**src/rtl/sr_reg_bank_if.sv**
```systemverilog
// sr_reg_bank_if: request/status bundle for the synchronous SR register bank.
// Latency: none, this is a wiring-only bundle.
// Backpressure: none; master drives en/S/R/clr_err, slave returns state and status.
interface sr_reg_bank_if #(
    parameter int WIDTH = 8,
    parameter int CNT_W = 4
);
    logic             en;
    logic [WIDTH-1:0] S;
    logic [WIDTH-1:0] R;
    logic             clr_err;
    logic [WIDTH-1:0] Q;
    logic [WIDTH-1:0] Qn;
    logic [WIDTH-1:0] conflict;
    logic [CNT_W-1:0] conflict_cnt;
    logic             err_sticky;

    modport master (
        output en, S, R, clr_err,
        input  Q, Qn, conflict, conflict_cnt, err_sticky
    );

    modport slave (
        input  en, S, R, clr_err,
        output Q, Qn, conflict, conflict_cnt, err_sticky
    );
endinterface

```
**src/rtl/sr_reg_bank.sv**
```systemverilog
// sr_reg_bank: WIDTH independent clocked SR flags, MODE-selected S=R=1 resolution, conflict status.
// Latency: 1 cycle S/R -> Q; 2 cycles when SR_GLITCH_FILTER_EN is defined (two-edge request filter).
// Backpressure: none; en gates Q/status updates, clr_err clears status even while en is low.
module sr_reg_bank #(
    parameter int               WIDTH     = 8,
    parameter int               MODE      = 0,
    parameter int               CNT_W     = 4,
    parameter logic [WIDTH-1:0] RESET_VAL = '0
) (
    input  logic          clk,
    input  logic          rst,
    sr_reg_bank_if.slave  bus
);

    localparam logic [CNT_W-1:0] CNT_MAX = '1;
    localparam logic [CNT_W-1:0] CNT_ONE = CNT_W'(1);

    logic [WIDTH-1:0] r_q;
    logic [WIDTH-1:0] r_conflict;
    logic [CNT_W-1:0] r_cnt;
    logic             r_err;

    logic [WIDTH-1:0] w_s_f;
    logic [WIDTH-1:0] w_r_f;
    logic [WIDTH-1:0] w_both;
    logic [WIDTH-1:0] w_res;
    logic [WIDTH-1:0] w_q_nxt;
    logic             w_any;
    logic [CNT_W-1:0] w_cnt_base;
    logic [CNT_W-1:0] w_cnt_nxt;
    logic             w_err_nxt;

`ifdef SR_GLITCH_FILTER_EN
    logic [WIDTH-1:0] r_s_d;
    logic [WIDTH-1:0] r_r_d;

    // One-cycle request history, sampled every cycle independent of en.
    always_ff @(posedge clk) begin
        if (rst) begin
            r_s_d <= '0;
            r_r_d <= '0;
        end else begin
            r_s_d <= bus.S;
            r_r_d <= bus.R;
        end
    end

    // A request acts only once it has been high on two consecutive edges.
    assign w_s_f = bus.S & r_s_d;
    assign w_r_f = bus.R & r_r_d;
`else
    assign w_s_f = bus.S;
    assign w_r_f = bus.R;
`endif

    assign w_both = w_s_f & w_r_f;

    // Value a channel takes when both set and reset are requested; unknown MODE values hold.
    always_comb begin
        w_res = r_q;
        case (MODE)
            0:       w_res = '0;
            1:       w_res = '1;
            2:       w_res = ~r_q;
            default: w_res = r_q;
        endcase
    end

    // Per-channel next state: hold when idle, set-only / reset-only win outright, conflict by MODE.
    assign w_q_nxt = (r_q & ~(w_s_f | w_r_f)) | (w_s_f & ~w_r_f) | (w_both & w_res);

    // Status: the clear lands first, then this cycle's conflict is counted on top of it.
    assign w_any      = bus.en & (|w_both);
    assign w_cnt_base = bus.clr_err ? '0 : r_cnt;
    assign w_cnt_nxt  = (w_any && (w_cnt_base != CNT_MAX)) ? (w_cnt_base + CNT_ONE) : w_cnt_base;
    assign w_err_nxt  = (bus.clr_err ? 1'b0 : r_err) | w_any;

    // Channel state and status registers; rst overrides en and clr_err.
    always_ff @(posedge clk) begin
        if (rst) begin
            r_q        <= RESET_VAL;
            r_conflict <= '0;
            r_cnt      <= '0;
            r_err      <= 1'b0;
        end else begin
            if (bus.en) begin
                r_q <= w_q_nxt;
            end
            r_conflict <= bus.en ? w_both : '0;
            r_cnt      <= w_cnt_nxt;
            r_err      <= w_err_nxt;
        end
    end

    assign bus.Q            = r_q;
    assign bus.Qn           = ~r_q;
    assign bus.conflict     = r_conflict;
    assign bus.conflict_cnt = r_cnt;
    assign bus.err_sticky   = r_err;

endmodule

```
**src/flat_wrapper.sv**
```systemverilog
// flat-port wrapper written by rule: the top's interface ports become plain ports
module sr_reg_bank_flat 
#(
    parameter int               WIDTH     = 8,
    parameter int               MODE      = 0,
    parameter int               CNT_W     = 4,
    parameter logic [WIDTH-1:0] RESET_VAL = '0
)
  (clk, rst, bus_en, bus_S, bus_R, bus_clr_err, bus_Q, bus_Qn, bus_conflict, bus_conflict_cnt, bus_err_sticky);
  sr_reg_bank_if #(.WIDTH(WIDTH), .CNT_W(CNT_W)) bus_i ();
  input  logic clk;
  input  logic rst;
  input wire logic [$bits(bus_i.en)-1:0] bus_en;
  input wire logic [$bits(bus_i.S)-1:0] bus_S;
  input wire logic [$bits(bus_i.R)-1:0] bus_R;
  input wire logic [$bits(bus_i.clr_err)-1:0] bus_clr_err;
  output wire logic [$bits(bus_i.Q)-1:0] bus_Q;
  output wire logic [$bits(bus_i.Qn)-1:0] bus_Qn;
  output wire logic [$bits(bus_i.conflict)-1:0] bus_conflict;
  output wire logic [$bits(bus_i.conflict_cnt)-1:0] bus_conflict_cnt;
  output wire logic [$bits(bus_i.err_sticky)-1:0] bus_err_sticky;
  assign bus_i.en = bus_en;
  assign bus_i.S = bus_S;
  assign bus_i.R = bus_R;
  assign bus_i.clr_err = bus_clr_err;
  assign bus_Q = bus_i.Q;
  assign bus_Qn = bus_i.Qn;
  assign bus_conflict = bus_i.conflict;
  assign bus_conflict_cnt = bus_i.conflict_cnt;
  assign bus_err_sticky = bus_i.err_sticky;
  sr_reg_bank #(.WIDTH(WIDTH), .MODE(MODE), .CNT_W(CNT_W), .RESET_VAL(RESET_VAL)) u_core (.clk(clk), .rst(rst), .bus(bus_i));
endmodule
```
**config.mk**
```make
export PLATFORM = sky130hd
export DESIGN_NAME = sr_reg_bank_flat
export DESIGN_NICKNAME = d
export VERILOG_FILES = /design/src/rtl/sr_reg_bank_if.sv /design/src/rtl/sr_reg_bank.sv /design/src/flat_wrapper.sv
export SDC_FILE = /design/constraint.sdc
export NUM_CORES = 1
export LEC_CHECK = 0
export CAP_MARGIN = 30
export CORE_MARGIN = 3
export CORE_UTILIZATION = 36
export CTS_CLUSTER_SIZE = 16
export DETAILED_ROUTE_END_ITERATION = 10
export PLACE_DENSITY = 0.77
export SLEW_MARGIN = 15
export SYNTH_ARGS = -nofsm -noshare
export SYNTH_HDL_FRONTEND = slang
export SYNTH_SLANG_ARGS = --single-unit
```
**constraint.sdc**
```tcl
create_clock -name clk -period 1.8 [get_ports clk]
set_input_delay 0.27 -clock clk [delete_from_list [all_inputs] [get_ports clk]]
set_output_delay 0.27 -clock clk [all_outputs]
set_load 0.02 [all_outputs]
```
==> impl_metrics.toml <==
[run_status]
status = "complete, no violations"

[power]
leakage_nw = 0.554
p_per_area_nw_per_um2 = 655
ir_drop_mv = 0.433

[synth]
ys_types = 23
ys_seq_area_share_pct = 49.9
synth_top_area_share_pct = 49.9
yosys_warnings = 0
ys.flop_type = "dfxtp_1"
yosys-top-cells-count = "dfxtp_1 (21), a21oi_1 (11), nand2_1 (11)"
synth_area_leaders = "dfxtp_1 (50%), a211oi_1 (7.1%), a21oi_1 (6.5%)"
synth_most_common_cell = "dfxtp_1"
syn-instance-count = 97
ys_async_sr_fraction_pct = 0
syn-cell-area_um2 = 843
synth-seq-cells = 21
synth_edf_count = 0
yosysTopAreaCell = "dfxtp_1"
syn_area_per_cell_um2 = 8.69
synth.net_count = 118

[route]
routed-wl-met3_um = 159
top_layer = "met4"
wl_um = 2480
dr_total_vias = 926
drc = 0
wl_met1_um = 1010
postRouteAntennaNets = 0
dr.pass1.iters = 5
wl_met2_um = 1240
avgRoutedWirePerCell_um = 13.4
drtIter0Drc = 27
viasPerCell = 5.01

[die]
rows = 16
die-height_um = 54.4
dieWidth_um = 54.4
coreArea_um2 = 2080
io_pins = 49
initial_core_util_pct = 40.5
die_area_um2 = 2960

[clock_tree]
clk_latency_ns = 0.30
post_cts_buffers = 0
clkTransAtPathRegs_ns = 0.12
postCtsHoldBufs = 0
htreeDepth = 1
cts_sinks = 21
cts_tree = "yes"
cts.repair.resized = 0
cts.root.buffer_cell = "clkbuf_4"
cts_buffer_depth = 2
cts-buffers-inserted = 3

[sta]
finalCritPeriodShare_pct = 90.2
rsz0062_at_grt = "false"
drv_slew = 0
fmax_ghz = 0.616
fin_worst_skew_ns = 0.000285
setup_viol = 0
finalHoldViolCount = 0
worst_slack_ns = 0.176
relSlewSlack_pct = 73.4
tightestPinTransition_ns = 0.396
fin_crit_ns = 1.62

[worst_setup_path]
cp.required_ns = 1.53
path_cells = "inv_1 -> clkdlybuf4s50_1"
path_class = "flip-flop to output port"
arrival_ns = 1.35
critPathSlowestCell = "clkdlybuf4s50_1"
endpoint_kind = "output port"
slowest_delay_ns = 0.63
crit_family = "buffers and inverters"
startpoint_type = "flip-flop"
cp_num_buf_inv = 2
cp_max_fo = 3

[global_routing]
grt_usage_pct = 19.3
antenna_found_initial = 0
grt_pass1_vias = 961
grt_pass1_wl_um = 4080
overflow = 0
grt_max_degree = 18

[finish]
drive_above_1_share_pct = 10.8
layoutNonFillerInstCount = 185
final_core_util_pct = 70.4
synthToLayoutAreaGrowth_pct = 73.7
fin_nets = 180
diodes = 0

[placed_design]
dp.cells = 181
dpl_worst_slack_ns = -0.0183
dp_hpwl_um = 1910
port_buffers = 48
gp_congestion = 0.718

[hold_path]
worst_hold_path_type = "flip-flop to flip-flop"

[run]
drv_cap = 0
[metrics by stage]
step / power (mW) / TNS, ns / hold slack [ns] / area (um2)
6_report: 0.959 / 0 / 0.519 / 1470
5_1_grt: 1.01 / 0 / 0.562 / 1470
4_1_cts: 0.963 / 0 / 0.524 / 1470
3_5_place_dp: 0.742 / -0.0222 / 0.508 / 1440
3_3_place_gp: 0.737 / 0 / 0.489 / 1440
2_1_floorplan: 0.600 / 0 / 0.348 / 843
[power by group]
group / switching, mW / internal (mW)
Combinational: 0.111 / 0.127
Sequential: 0.0115 / 0.484
Clock: 0.140 / 0.0862
Total: 0.262 / 0.697
[cell usage in the layout, fill, tap and decap left out, drive strengths merged]
cell type,synthesis,layout
clkbuf,2,4
o21ai,3,3
o21a,1,1
a22o,4,4
buf,2,13
or4,1,1
nor4,2,2
nand2,11,11
or3b,1,1
nor2,10,10
nor2b,3,3
ha,1,1
nand3,1,1
a211oi,8,8
nand2b,2,2
a21oi,11,11
mux2i,1,1
nor3,2,2
inv,8,8
or3,2,2
clkdlybuf4s50,0,48
dfxtp,21,21
[sequential cells by signal, indices dropped and copies added (netlist names)]
register and cells:
u_core.bus.err_sticky 1, u_core.bus.conflict 8, u_core.bus.Q 8, u_core.bus.conflict_cnt 4
[per-layer routing]
layer | GRT usage [%] | vias up
li1 | - | 462
met1 | 21.0 | 421
met2 | 34.7 | 37
met3 | 3.54 | 6
met4 | 10.8 | 0
met5 | 0 | -
[worst register-to-register path: stages, from the launching register on]
cell,delay (ns)
dfxtp_1,0.36
nor2b_1,0.20
ha_1,0.20
nand2_1,0.06
o21ai_1,0.28
nor3_1,0.11
mux2i_1,0.13
[path summary, 6_finish.rpt]
path	endpoint	slack, ns	cells after the start	from
hold / removal	u_core.bus.conflict_cnt[3]$_SDFF_PP0_	0.52	2	u_core.bus.conflict_cnt[3]$_SDFF_PP0_
hold reg to reg	u_core.bus.conflict_cnt[3]$_SDFF_PP0_	0.52	2	u_core.bus.conflict_cnt[3]$_SDFF_PP0_
setup reg to reg	u_core.bus.conflict_cnt[3]$_SDFF_PP0_	0.36	6	u_core.bus.conflict_cnt[0]$_SDFF_PP0_
setup / recovery	bus_Qn[2]	0.18	2	u_core.bus.Q[2]$_SDFFE_PP0P_
[cell type report]
cell class                 instances  area, um2
fill                             162        617
timing repair buffer              61        578
sequential                        21        420
multi-input combinational         64        377
tap                               27       33.8
inverter                           8       30.0
clock buffer                       4       26.3
[cells by family after synthesis]
logic type | after synthesis | share of synthesized area, %
and+or+nand+nor | 35 | 21.5
AOI/OAI and AO/OA | 27 | 20.5
DFF | 21 | 49.9
buffers and inverters | 12 | 5.49
muxes | 1 | 1.19
adders and majority gates | 1 | 1.48
Power figures use the tool's default switching activity.
